`src/rtl/eth_config_commit_sequencer_if.sv`:
```
// Purpose: staging-write, commit, publish and ack signals of the config commit sequencer.
// Latency: none, wiring only.
// Backpressure: none; acks are pulses from the sinks, commits are coalesced requests.
interface eth_config_commit_sequencer_if #(
    parameter int MAC_SINKS = 3
);
    logic                 wr_en;
    logic [3:0]           wr_addr;
    logic [15:0]          wr_data;
    logic                 mac_commit;
    logic                 ip_commit;
    logic [47:0]          mac_address;
    logic                 mac_address_updated;
    logic [MAC_SINKS-1:0] mac_ack;
    logic [95:0]          ip_config;
    logic                 ip_config_updated;
    logic                 ip_ack;
    logic                 busy;
    logic                 timeout_err;
    logic                 err_clear;

    // Host/bench side: drives writes, commits, acks and error clear.
    modport master (
        output wr_en, wr_addr, wr_data, mac_commit, ip_commit,
        output mac_ack, ip_ack, err_clear,
        input  mac_address, mac_address_updated, ip_config, ip_config_updated,
        input  busy, timeout_err
    );

    // Sequencer side.
    modport slave (
        input  wr_en, wr_addr, wr_data, mac_commit, ip_commit,
        input  mac_ack, ip_ack, err_clear,
        output mac_address, mac_address_updated, ip_config, ip_config_updated,
        output busy, timeout_err
    );
endinterface

```
`src/rtl/eth_config_commit_sequencer.sv`:
```
// Purpose: stage MAC/IP config words, publish them atomically on commit, collect sink acks.
// Latency: publish pulse and new value appear one edge after the commit is seen in IDLE.
// Backpressure: commits during a transaction are held pending and coalesced; busy reflects it.
module eth_config_commit_sequencer #(
    parameter int MAC_SINKS   = 3,
    parameter int ACK_TIMEOUT = 1023
) (
    input  logic clk,
    input  logic rst_n,
    eth_config_commit_sequencer_if.slave bus
);
    localparam int CNT_W = (ACK_TIMEOUT > 2) ? $clog2(ACK_TIMEOUT) : 1;
    // Counter value held during the last permitted wait cycle.
    localparam logic [CNT_W-1:0] CNT_LAST = CNT_W'(ACK_TIMEOUT - 1);

    typedef enum logic [1:0] {
        IDLE     = 2'd0,
        MAC_WAIT = 2'd1,
        IP_WAIT  = 2'd2
    } state_t;

    state_t               state_q, state_d;
    logic [47:0]          mac_stage_q, mac_stage_d;
    logic [95:0]          ip_stage_q, ip_stage_d;
    logic [47:0]          mac_addr_q, mac_addr_d;
    logic [95:0]          ip_cfg_q, ip_cfg_d;
    logic                 mac_upd_q, mac_upd_d;
    logic                 ip_upd_q, ip_upd_d;
    logic                 mac_pend_q, mac_pend_d;
    logic                 ip_pend_q, ip_pend_d;
    logic [MAC_SINKS-1:0] mask_q, mask_d;
    logic [CNT_W-1:0]     cnt_q, cnt_d;
    logic                 err_q, err_d;

    logic [MAC_SINKS-1:0] mask_acc;
    logic                 err_set;

    // Staging words: writable in every state, out-of-range addresses dropped.
    always_comb begin
        mac_stage_d = mac_stage_q;
        ip_stage_d  = ip_stage_q;
        if (bus.wr_en) begin
            case (bus.wr_addr)
                4'd0:    mac_stage_d[47:32] = bus.wr_data;
                4'd1:    mac_stage_d[31:16] = bus.wr_data;
                4'd2:    mac_stage_d[15:0]  = bus.wr_data;
                4'd3:    ip_stage_d[95:80]  = bus.wr_data;
                4'd4:    ip_stage_d[79:64]  = bus.wr_data;
                4'd5:    ip_stage_d[63:48]  = bus.wr_data;
                4'd6:    ip_stage_d[47:32]  = bus.wr_data;
                4'd7:    ip_stage_d[31:16]  = bus.wr_data;
                4'd8:    ip_stage_d[15:0]   = bus.wr_data;
                default: ;
            endcase
        end
    end

    // Sequencer next state: launch from IDLE (MAC has priority), then wait for acks or timeout.
    always_comb begin
        state_d    = state_q;
        mac_addr_d = mac_addr_q;
        ip_cfg_d   = ip_cfg_q;
        mac_upd_d  = 1'b0;
        ip_upd_d   = 1'b0;
        mac_pend_d = mac_pend_q | bus.mac_commit;
        ip_pend_d  = ip_pend_q | bus.ip_commit;
        mask_d     = mask_q;
        cnt_d      = cnt_q;
        err_set    = 1'b0;
        mask_acc   = mask_q | bus.mac_ack;

        case (state_q)
            IDLE: begin
                if (mac_pend_d) begin
                    // Launch uses staging as it stood before this edge.
                    mac_addr_d = mac_stage_q;
                    mac_upd_d  = 1'b1;
                    mac_pend_d = 1'b0;
                    mask_d     = '0;
                    cnt_d      = '0;
                    state_d    = MAC_WAIT;
                end else if (ip_pend_d) begin
                    ip_cfg_d  = ip_stage_q;
                    ip_upd_d  = 1'b1;
                    ip_pend_d = 1'b0;
                    mask_d    = '0;
                    cnt_d     = '0;
                    state_d   = IP_WAIT;
                end
            end
            MAC_WAIT: begin
                mask_d = mask_acc;
                // Completion is checked first so a last-cycle ack is not an error.
                if (&mask_acc) begin
                    state_d = IDLE;
                end else if (cnt_q == CNT_LAST) begin
                    err_set = 1'b1;
                    state_d = IDLE;
                end else begin
                    cnt_d = cnt_q + 1'b1;
                end
            end
            IP_WAIT: begin
                if (bus.ip_ack) begin
                    state_d = IDLE;
                end else if (cnt_q == CNT_LAST) begin
                    err_set = 1'b1;
                    state_d = IDLE;
                end else begin
                    cnt_d = cnt_q + 1'b1;
                end
            end
            default: state_d = IDLE;
        endcase

        // Sticky error: a new timeout outranks a simultaneous clear.
        if (err_set) begin
            err_d = 1'b1;
        end else if (bus.err_clear) begin
            err_d = 1'b0;
        end else begin
            err_d = err_q;
        end
    end

    // State and datapath registers; reset abandons any transaction in flight.
    always_ff @(posedge clk or negedge rst_n) begin
        if (!rst_n) begin
            state_q     <= IDLE;
            mac_stage_q <= '0;
            ip_stage_q  <= '0;
            mac_addr_q  <= '0;
            ip_cfg_q    <= '0;
            mac_upd_q   <= 1'b0;
            ip_upd_q    <= 1'b0;
            mac_pend_q  <= 1'b0;
            ip_pend_q   <= 1'b0;
            mask_q      <= '0;
            cnt_q       <= '0;
            err_q       <= 1'b0;
        end else begin
            state_q     <= state_d;
            mac_stage_q <= mac_stage_d;
            ip_stage_q  <= ip_stage_d;
            mac_addr_q  <= mac_addr_d;
            ip_cfg_q    <= ip_cfg_d;
            mac_upd_q   <= mac_upd_d;
            ip_upd_q    <= ip_upd_d;
            mac_pend_q  <= mac_pend_d;
            ip_pend_q   <= ip_pend_d;
            mask_q      <= mask_d;
            cnt_q       <= cnt_d;
            err_q       <= err_d;
        end
    end

    assign bus.mac_address         = mac_addr_q;
    assign bus.mac_address_updated = mac_upd_q;
    assign bus.ip_config           = ip_cfg_q;
    assign bus.ip_config_updated   = ip_upd_q;
    assign bus.timeout_err         = err_q;
    assign bus.busy                = (state_q != IDLE) | mac_pend_q | ip_pend_q;
endmodule

```
`src/flat_wrapper.sv`:
```
// flat-port wrapper written by rule: the top's interface ports become plain ports
module eth_config_commit_sequencer_flat 
#(
    parameter int MAC_SINKS   = 3,
    parameter int ACK_TIMEOUT = 1023
)
  (clk, rst_n, bus_wr_en, bus_wr_addr, bus_wr_data, bus_mac_commit, bus_ip_commit, bus_mac_ack, bus_ip_ack, bus_err_clear, bus_mac_address, bus_mac_address_updated, bus_ip_config, bus_ip_config_updated, bus_busy, bus_timeout_err);
  eth_config_commit_sequencer_if #(.MAC_SINKS(MAC_SINKS)) bus_i ();
  input  logic clk;
  input  logic rst_n;
  input wire logic [$bits(bus_i.wr_en)-1:0] bus_wr_en;
  input wire logic [$bits(bus_i.wr_addr)-1:0] bus_wr_addr;
  input wire logic [$bits(bus_i.wr_data)-1:0] bus_wr_data;
  input wire logic [$bits(bus_i.mac_commit)-1:0] bus_mac_commit;
  input wire logic [$bits(bus_i.ip_commit)-1:0] bus_ip_commit;
  input wire logic [$bits(bus_i.mac_ack)-1:0] bus_mac_ack;
  input wire logic [$bits(bus_i.ip_ack)-1:0] bus_ip_ack;
  input wire logic [$bits(bus_i.err_clear)-1:0] bus_err_clear;
  output wire logic [$bits(bus_i.mac_address)-1:0] bus_mac_address;
  output wire logic [$bits(bus_i.mac_address_updated)-1:0] bus_mac_address_updated;
  output wire logic [$bits(bus_i.ip_config)-1:0] bus_ip_config;
  output wire logic [$bits(bus_i.ip_config_updated)-1:0] bus_ip_config_updated;
  output wire logic [$bits(bus_i.busy)-1:0] bus_busy;
  output wire logic [$bits(bus_i.timeout_err)-1:0] bus_timeout_err;
  assign bus_i.wr_en = bus_wr_en;
  assign bus_i.wr_addr = bus_wr_addr;
  assign bus_i.wr_data = bus_wr_data;
  assign bus_i.mac_commit = bus_mac_commit;
  assign bus_i.ip_commit = bus_ip_commit;
  assign bus_i.mac_ack = bus_mac_ack;
  assign bus_i.ip_ack = bus_ip_ack;
  assign bus_i.err_clear = bus_err_clear;
  assign bus_mac_address = bus_i.mac_address;
  assign bus_mac_address_updated = bus_i.mac_address_updated;
  assign bus_ip_config = bus_i.ip_config;
  assign bus_ip_config_updated = bus_i.ip_config_updated;
  assign bus_busy = bus_i.busy;
  assign bus_timeout_err = bus_i.timeout_err;
  eth_config_commit_sequencer #(.MAC_SINKS(MAC_SINKS), .ACK_TIMEOUT(ACK_TIMEOUT)) u_core (.clk(clk), .rst_n(rst_n), .bus(bus_i));
endmodule
```
`config.mk`:
```
export PLATFORM = sky130hd
export DESIGN_NAME = eth_config_commit_sequencer_flat
export DESIGN_NICKNAME = d
export VERILOG_FILES = /design/src/rtl/eth_config_commit_sequencer_if.sv /design/src/rtl/eth_config_commit_sequencer.sv /design/src/flat_wrapper.sv
export SDC_FILE = /design/constraint.sdc
export NUM_CORES = 1
export LEC_CHECK = 0
export ABC_AREA = 1
export BUFFER_PORTS_ARGS = -buffer_cell sky130_fd_sc_hd__buf_2
export CAP_MARGIN = 20
export CORE_ASPECT_RATIO = 0.75
export CORE_MARGIN = 2
export CORE_UTILIZATION = 45
export DETAILED_ROUTE_END_ITERATION = 8
export HOLD_SLACK_MARGIN = 0.1
export MAX_ROUTING_LAYER = met4
export PLACE_DENSITY = 0.65
export SLEW_MARGIN = 40
export SYNTH_ARGS = -nofsm -noshare
export SYNTH_HDL_FRONTEND = slang
export SYNTH_SLANG_ARGS = --single-unit
```
`constraint.sdc`:
```
create_clock -name clk -period 4.3 [get_ports clk]
set_clock_uncertainty 0.15 [all_clocks]
set_input_delay 0.215 -clock clk [delete_from_list [all_inputs] [get_ports clk]]
set_output_delay 0.215 -clock clk [all_outputs]
set_load 0.01 [all_outputs]
```
==> summary.md, run 1 <==
| Metric | Value |
|---|---|
| Slew Limit Fails | 0 |
| Share of the synthesized area in the top cell type | approximately two thirds |
| Final Hold Vio Count | 0 |
| Clock root buffer | clkbuf_16 |
| FF-to-FF End | u_core.bus.ip_config[37] |
| Number of global-route vias before repair | between 8000 and 9000 |
| Final worst hold slack | about 110 ps |
| CTS Sinks | between 300 and 400 |
| Chip width | 190.4 µm |
| Worst slew pin tran | ~800 ps |
| Cts hold-fix bufs | 19 |
| Die height | roughly 140 µm |
| Area growth syn-to-layout | 20.50% |
| Util after Layout | about 55% |
| First-pass GRT wire length | between 40000 and 50000 µm |
| Post-synthesis sequential area ratio | approximately two thirds |
| Initial antenna violation count | 3 |
| Syn Area/Cell | between 9 and 10 µm² |
| Synth area leader | dfrtp_1 |
| Crit-path slowest cell | dlygate4sd3_1 |
| Max stage delay on crit path | 570 ps |
| Area contributors post-synth | dfrtp_1, nand2_1, o21ai_0 |
| XOR/XNOR share of the synthesized area | less than 1% |
| Design Power | about 9.7 mW |
| DR DRC count | 0 |
| Gpl congestion | ~0.8 |
| ANT nets after route | 0 |
| Final setup vio count | 0 |
| CP bufs+invs | 5 |
| DR pass1 iterations | 5 |
| Vias per cell | 4.949 |
| Post-Synth Simple-Gate Area | a little under a quarter |
| Startpoint of the worst hold path | bus_wr_data[9] |
| Most frequent cells in the layout | nand2_1, dfrtp_1, buf_2 |
| #FFs+latches synth | 308 |
| Kind of critical path | in2reg |
| Min-Delay Path Class | in2reg |
| Rows | 51 |
| Achievable Freq | about 460 MHz |
| CP Data Required Time | approximately 4600 ps |
| Cell count after placement | approximately 1700 |
| Clock Latency Late Sink | between 500 and 600 ps |
| Min cycle time layout | around 2200 ps |
| Final layout net count | ~1500 |
| Status | complete, no violations |
| Final period utilization | between 50% and 60% |
| Leak | just under 8 nW |
| Rel. slew slack | between 40% and 50% |
| Avg WL per Cell | around 16 µm |
| CTS Buf Count | 31 |
| Hold Path End | u_core.mac_stage_q[41] |
| Grt total ovfl | 0 |
| Most frequent cell on the critical path | dlygate4sd3_1 |
| Pin count of the biggest net entering global routing | 120 |
| Setup crit end kind | flop |
| Hpwl dp | 18160 µm |
| CP max FO | 16 |
| Post-synthesis compound-gate area fraction | under 10% |
| Routed wire length | roughly 30000 µm |
| Synthesized area | about 12000 µm² |
| H-tree depth | 1 |
| DRT iter0 DRCs | 656 |
| Worst-path clk slew | 60 ps |
| Hold Crit Depth | 3 |
| RSZ-0062 raised after global routing | no |
| Die area | around 27000 µm² |
| Final std cells w/o fill | 1819 |
| CP top delay family | buffers and inverters |
| # Post-CTS Setup Buffers | 0 |
| TritonCTS clock tree | yes |
| Routed via count | 9003 |
| Max VDD drop | 0.0003543 V |
| Unique masters post-synth | 24 |
| IO Pins | 178 |
| Initial Util | 45.50% |
| Post-CTS Resized | 0 |
| R2R cell count | 7 |
| CTS max path bufs | 3 |
| Setup TNS | 0 ps |
| Reg-to-reg slack, setup | ~2100 ps |
| Mux cell area share after synthesis | 0% |
| Input/output buffers | 177 |
| Startpoint type of the worst setup path | input port |
| Main combinational cell family by area after synthesis | simple AND/OR/NAND/NOR gates |
| Max-Cap Viols | 0 |
| Syn Nets | ~1300 |
| CP Data Arrival Time | around 2400 ps |
| Pwr per Cell Area | just under 700 nW/µm² |
| Synthesis Warnings | 0 |
| Layout cells sized above 1 | between 10% and 20% |
| Total GRT Usage | 22.81% |
| Adder-cell share of the synthesized area | 0.6401% |
| Core outline area | between 20000 and 30000 µm² |
| CP cell instances | dlygate4sd3_1, buf_2, nand4_1, dlygate4sd3_1, buf_4, nand2_1, o21ai_0, dlygate4sd3_1 |
| Cells after Synth | roughly 1300 |
| Worst r2r src | u_core.state_q[0] |
| Commonest non-fill, non-tap cell in the layout | nand2_1 |
==> worst reg2reg max path, cell delays in order (launching register included) <==
cell and delay (ps):
dfrtp_1 410, inv_1 120, ha_1 250, nand2_2 130, nor2_4 120, buf_6 580, nand2_1 230, nand2_1 110
==> metrics by stage <==
stage / instance area [µm²] / worst slack (ps)
final: 14130 / 2131
after global routing: 14130 / 1987
after CTS: 14130 / 2154
after detailed placement: 12910 / 2172
after global placement: 12850 / 1974
after floorplan: 11730 / 2615
==> area by class of cell <==
type	instances	area, µm²
antenna	3	7.507
clock buffer	42	887.1
clock inverter	15	128.9
fill	2383	11650
inverter	47	180.2
multi-input combinational	855	3605
sequential	308	7707
tap	344	430.4
timing repair buffer	205	1187
==> routing by layer <==
layer  track usage [%]  routed length [µm]  vias up
met5                 -                   0        -
met3             2.857                1446       51
met2             33.42               13010      241
met1             33.83               14830     4385
li1                  -                   -     4326
met4             5.753                 642        0
==> flip-flops by register name, summed over array words and instances (netlist names) <==
name                            cells
u_core.state_q                      2
u_core.mac_pend_q                   1
u_core.ip_pend_q                    1
u_core.bus.mac_address             48
u_core.bus.ip_config               96
u_core.mac_stage_q                 48
u_core.cnt_q                       10
u_core.bus.ip_config_updated        1
u_core.bus.timeout_err              1
u_core.ip_stage_q                  96
u_core.bus.mac_address_updated      1
u_core.mask_q                       3
==> cell families after synthesis <==
group / Yosys count
and+or+nand+nor: 687
adders and majority gates: 6
AOI/OAI and AO/OA: 159
DFF: 308
xor gates and xnor gates: 3
buffers and inverters: 106
==> Yosys cell counts <==
cell / count
a21boi_0: 3
a21oi_1: 2
buf_2: 13
buf_4: 6
buf_6: 2
clkbuf_1: 38
dfrtp_1: 308
ha_1: 6
inv_1: 45
inv_2: 2
nand2_1: 637
nand2_2: 1
nand3_1: 16
nand3_2: 1
nand4_1: 5
nor2_1: 16
nor2_2: 4
nor2_4: 3
o21ai_0: 152
o21ai_1: 1
o21bai_1: 1
or2_2: 4
xnor2_1: 1
xor2_1: 2
==> power by group <==
part | total (mW) | switching, mW | leakage (nW) | internal, mW
combinational | 2.57 | 1.64 | 3.23 | 0.928
clock | 2.67 | 1.11 | 0.517 | 1.56
sequential | 4.42 | 0.599 | 3.96 | 3.82
total | 9.66 | 3.35 | 7.71 | 6.31
==> worst max path at each step <==
stage                     slack, ps                        to  depth (start not counted)              start
after floorplan                2610   u_core.bus.ip_config[0]                          9  u_core.state_q[0]
after global placement         1970   u_core.bus.ip_config[0]                          7  u_core.state_q[0]
after detailed placement       2170   u_core.bus.ip_config[0]                          7  u_core.state_q[0]
after CTS                      2150  u_core.bus.ip_config[36]                          7  u_core.state_q[0]
after global routing           1990  u_core.bus.ip_config[90]                          7  u_core.state_q[0]
final                          2130     u_core.ip_stage_q[14]                          8     bus_wr_addr[3]
Power figures use the tool's default switching activity.
==> run 2: changes to the inputs <==
Clock period 4.3 ns to 2.08 ns, I/O delays scaled along.
==> run 2 against run 1 <==
Design area rose by 2.9%; global-route usage rose by 0.18 points; final cell count rose by 1.5%; clock power rose by 130%; sequential share of layout area fell by 1.5 points; register-to-register slack got worse by 1900 ps; flip-flop and latch count did not move; total power rose by 110%; combinational power rose by 110%; sequential power rose by 100%; critical path type is now reg2out.
==> summary.md, run 2 (synthesis results as in run 1) <==
| Metric | Value |
|---|---|
| Most frequent cells in the layout | nand2_1, dfrtp_1, buf_2 |
| Final period utilization | between 90% and 100% |
| Psw | between 6 and 7 mW |
| CTS Buf Count | 31 |
| Leak | ~7.9 nW |
| Rel. slew slack | between 50% and 60% |
| CP top delay family | flip-flops |
| Clk pwr share | between 20 and 30% |
| Met1 global-route usage | 33.38% |
| Achievable Freq | ~500 MHz |
| Grt total ovfl | 0 |
| Initial antenna violation count | 4 |
| Util after Layout | around 56% |
| Setup crit end kind | output port |
| Layout cells sized above 1 | 18.01% |
| Critical path startpoint | u_core.state_q[0] |
| Worst r2r src | u_core.state_q[0] |
| DR pass1 iterations | 5 |
| Final std cells w/o fill | 1846 |
| Clock root buffer | clkbuf_16 |
| Most frequent cell on the critical path | inv_1 |
| Number of global-route vias before repair | between 8000 and 9000 |
| H-tree depth | 1 |
| Slew Limit Fails | 0 |
| CP cell instances | inv_1, ha_2, inv_1, nor2_1, nand2_1, buf_2 |
| DRT iter0 DRCs | 751 |
| Total GRT Usage | a little under a quarter |
| Min cycle time layout | 1964 ps |
| Kind of critical path | reg2out |
| CTS max path bufs | 3 |
| Commonest non-fill, non-tap cell in the layout | nand2_1 |
| Min-Delay Path Class | in2reg |
| Startpoint of the worst hold path | bus_err_clear |
| Pwr per Cell Area | around 1400 nW/µm² |
| Reg power frac | a little over two fifths |
| Worst-path clk slew | approximately 70 ps |
| Worst slew pin tran | roughly 730 ps |
| CTS Sinks | ~300 |
| Flip-flop and latch area | 7707 µm² |
| Crit-path slowest cell | dfrtp_1 |
| Setup TNS | 0 ps |
| RSZ-0062 raised after global routing | no |
| Die height | 143.8 µm |
| Initial Util | a little under half |
| Input/output buffers | 177 |
| Max-Cap Viols | 0 |
| Chip width | between 150 and 200 µm |
| Core outline area | 25780 µm² |
| Pin count of the biggest net entering global routing | 97 |
| Status | complete, no violations |
| ANT nets after route | 0 |
| Avg WL per Cell | approximately 16 µm |
| # Post-CTS Setup Buffers | 0 |
| IO Pins | ~180 |
| CP Data Arrival Time | 1710 ps |
| Final worst hold slack | between 150 and 200 ps |
| TritonCTS clock tree | yes |
| Area growth syn-to-layout | 23.96% |
| CP max FO | 5 |
| Switching part of the total | about 34% |
| Fillers | roughly 2400 |
| Int Pwr | approximately 14 mW |
| CP bufs+invs | 3 |
| DP Worst Slack | -1.452 ps |
| Die area | between 20000 and 30000 µm² |
| Hpwl dp | approximately 18000 µm |
| Final layout net count | about 1500 |
| Gpl congestion | 0.7881 |
| First-pass GRT wire length | approximately 47000 µm |
| Clock Latency Late Sink | about 550 ps |
| Busiest metal layer after global routing | met2 |
| Max stage delay on crit path | around 420 ps |
| Routed via count | between 9000 and 10000 |
| Max VDD drop | roughly 0.0007 V |
| Footprint of the multi-input gates | between 3000 and 4000 µm² |
| CP Data Required Time | ~1800 ps |
| Comb power frac | 26.5% |
| Final Hold Vio Count | 0 |
| Routed wire length | 29920 µm |
| Startpoint type of the worst setup path | flop |
| Vias per cell | approximately 4.9 |
| Cell count after placement | 1754 |
| Rows | approximately 50 |
| DR DRC count | 0 |
| Met2 GRT Util | approximately a third |
| Final Worst Setup Slack | 115.5 ps |
| Met3 Usage GRT | 3.785% |
| Final setup vio count | 0 |
-- run 2: changes by cell type in the layout (fill, tap and decap cells not counted), moves of 3 or more --
cell           previous run  this run
nand3_1                  12        16
buf_12                    2         9
clkinvlp_4                0         3
nand3_2                   5         0
clkbuf_8                  7         2
dlygate4sd3_1            18        32
nand2_2                   5         1
bufinv_16                 2         8
nand2_1                 633       637
buf_4                     5        14
buf_6                     3         0
-- run 2: stage by stage --
| stage | power [mW] | area, µm² |
|---|---|---|
| global placement | 14.46 | 13070 |
| floorplan | 12.15 | 11730 |
| finish | 20.69 | 14540 |
| CTS | 20.90 | 14520 |
| detailed placement | 14.62 | 13070 |
| global route | 22.11 | 14530 |
-- run 2: timing repair --
item,4_1_cts,5_1_grt
hold buffers,32,0
hold endpoints to repair,532,0
endpoints found under the setup margin,1,45
pin swaps,0,0
resized for setup,1,2
-- run 2: worst min-delay path, delay by kind of cell --
family                 cells  cell delay [ps]
buffers and inverters      2              640
AOI/OAI and AO/OA          1               70
-- run 2: final timing paths --
| path | to | slack, ps | depth (start not counted) |
|---|---|---|---|
| max | bus_busy | 120 | 6 |
| min reg2reg | u_core.bus.ip_config[3] | 310 | 2 |
| max reg2reg | u_core.bus.mac_address[31] | 200 | 7 |
| min in group asynchronous | u_core.ip_stage_q[55] | 450 | 3 |
| max in group asynchronous | u_core.mac_stage_q[33] | 610 | 4 |
| min | u_core.bus.timeout_err | 170 | 3 |
-- run 2: layer usage --
layer | vias to the layer above | share of wire [%]
li1 | 4365 | -
met1 | 4356 | 48
met2 | 269 | 43
met3 | 50 | 6.3
met4 | 0 | 2.3
met5 | - | 0
-- run 2: area by class of cell --
type | count | area share (%)
clock buffer | 36 | 5.602
tap | 344 | 2.960
timing repair buffer | 232 | 10.33
sequential | 308 | 53.01
antenna | 3 | 0.05164
multi-input combinational | 855 | 24.66
inverter | 47 | 1.239
clock inverter | 21 | 2.151
-- run 2: power by group through the flow --
stage / clock, mW / combinational, mW / sequential, mW
floorplan: 0 / 2.68 / 9.47
CTS: 6.27 / 5.57 / 9.05
finish: 6.17 / 5.48 / 9.04
detailed placement: 0 / 5.50 / 9.12
global placement: 0 / 5.34 / 9.12
global route: 6.54 / 6.30 / 9.27
==> run 3: changes to the inputs <==
Settings changed: BUFFER_PORTS_ARGS -buffer_cell sky130_fd_sc_hd__buf_2 to -buffer_cell sky130_fd_sc_hd__clkbuf_2.
==> run 3 against run 2 <==
Count of clock-buffer cells in the layout rose by 10; maximum frequency rose by 2.2%; largest cell class unchanged; critical path depth did not move; clock power fell by 10%; core utilization fell by 0.40 points.
==> summary.md, run 3 (synthesis results as in run 1) <==
| Metric | Value |
|---|---|
| Status | complete, no violations |
| Total GRT Usage | a little under a quarter |
| Input/output buffers | 177 |
| Achievable Freq | between 500 and 600 MHz |
| Slew Limit Fails | 0 |
| Layout cells sized above 1 | 17.82% |
| TritonCTS clock tree | yes |
| Gpl congestion | slightly above 0.8 |
| Area growth syn-to-layout | 23.07% |
| Final std cells w/o fill | 1842 |
| Worst-path clk slew | around 70 ps |
| CP max FO | 5 |
| Startpoint type of the worst setup path | flop |
| Setup crit end kind | output port |
| Fillers | between 2000 and 2500 |
| Final setup vio count | 0 |
| DR pass1 iterations | 5 |
| Max-Cap Viols | 0 |
| CP Data Required Time | between 1500 and 2000 ps |
| Rows | just over 50 |
| Min-Delay Path Class | in2reg |
| Final period utilization | 92.44% |
| Clock Latency Late Sink | 550 ps |
| Clock root buffer | clkbuf_16 |
| Worst slew pin tran | 781.8 ps |
| Grt total ovfl | 0 |
| DRT iter0 DRCs | 830 |
| IO Pins | 178 |
| Initial antenna violation count | 3 |
| Die area | between 20000 and 30000 µm² |
| Hpwl dp | 18400 µm |
| Final Hold Vio Count | 0 |
| Commonest non-fill, non-tap cell in the layout | nand2_1 |
| Leak | just under 8 nW |
| ANT nets after route | 0 |
| H-tree depth | 1 |
| Routed wire length | about 30000 µm |
| Core outline area | about 26000 µm² |
| Avg WL per Cell | between 15 and 20 µm |
| ANT cells | 0 |
| CTS Sinks | between 300 and 400 |
| RSZ-0062 raised after global routing | no |
| # Post-CTS Setup Buffers | 0 |
| Number of global-route vias before repair | between 8000 and 9000 |
| Pin count of the biggest net entering global routing | 86 |
| CP Data Arrival Time | approximately 1700 ps |
| Max VDD drop | 0.0007355 V |
| Fin area | ~14000 µm² |
| Initial Util | 45.50% |
| DR DRC count | 0 |
| CTS Buf Count | 31 |
| Chip width | roughly 190 µm |
| Most frequent cells in the layout | nand2_1, dfrtp_1, clkbuf_2 |
| Vias per cell | 4.907 |
| Area after DPL | between 10000 and 15000 µm² |
| Rel. slew slack | between 40% and 50% |
| Min cycle time layout | roughly 1900 ps |
| Final layout net count | 1513 |
| Cell count after placement | roughly 1800 |
| Pwr per Cell Area | ~1400 nW/µm² |
| Routed via count | between 9000 and 10000 |
| First-pass GRT wire length | 47950 µm |
| Die height | between 100 and 150 µm |
| Kind of critical path | reg2out |
| CTS max path bufs | 3 |
-- run 3: changes by cell type in the layout (fill, tap and decap cells not counted), sizes merged --
| cell | delta |
|---|---|
| buf | -176 |
| dlygate4sd3 | +2 |
| diode | -3 |
| clkinv | -4 |
| inv | +1 |
| bufinv | -7 |
| clkinvlp | -3 |
| clkbuf | +186 |
-- run 3: worst paths after layout --
path	to	startpoint	slack, ps	cells past startpoint
max in group asynchronous	u_core.bus.mac_address[8]	rst_n	610	4
worst min register to register	u_core.bus.ip_config[13]	u_core.bus.ip_config[13]	320	2
min in group asynchronous	u_core.bus.ip_config[54]	rst_n	500	3
worst min-delay path	u_core.bus.timeout_err	bus_err_clear	140	3
worst max-delay path	bus_busy	u_core.state_q[0]	160	6
worst max register to register	u_core.bus.mac_address[4]	u_core.state_q[0]	170	7
-- run 3: metrics by stage --
| step | power [mW] | hold WS, ps | TNS [ps] | util (%) | setup slack [ps] |
|---|---|---|---|---|---|
| floorplan | 12.15 | -341.6 | 0 | - | 394.9 |
| global placement | 14.44 | -35.01 | -2.360 | 50.66 | -2.360 |
| detailed placement | 14.60 | -30.05 | 0 | 50.66 | 121.8 |
| CTS | 20.27 | 121.0 | 0 | 55.91 | 35.72 |
| global route | 21.47 | 158.7 | 0 | 55.99 | 32.26 |
| finish | 20.10 | 142.5 | 0 | 55.99 | 157.2 |
-- run 3: cell type report --
| type | count | area, µm² | share of cell area [%] |
|---|---|---|---|
| clock inverter | 8 | 68.82 | 0.4767 |
| sequential | 308 | 7707 | 53.39 |
| tap | 344 | 430.4 | 2.982 |
| timing repair buffer | 234 | 1509 | 10.45 |
| clock buffer | 46 | 942.2 | 6.527 |
| inverter | 47 | 180.2 | 1.248 |
| multi-input combinational | 855 | 3597 | 24.92 |
-- run 3: critical path: stages, from the launching register on --
cell	delay, ps
dfrtp_1	420
inv_1	160
ha_4	180
inv_1	70
nor2_1	90
nand2_1	70
clkbuf_2	130
-- run 3: where the power goes --
part	switching (mW)	internal (mW)
clock	2.30	3.23
sequential	1.22	7.90
combinational	3.42	2.03
-- run 3: routing by layer --
| layer | part of all wire, % | vias to the layer above | GRT usage [%] |
|---|---|---|---|
| met5 | 0 | - | - |
| met4 | 2.2 | 0 | 5.141 |
| li1 | - | 4366 | - |
| met3 | 5.2 | 56 | 2.662 |
| met1 | 49 | 4362 | 35.16 |
| met2 | 44 | 254 | 34.24 |
-- run 3: repair_timing --
item                                    in CTS  in global routing
hold endpoints to repair                   514                  0
gates resized for setup                      0                  4
endpoints found under the setup margin       0                 34
hold buffers                                34                  0
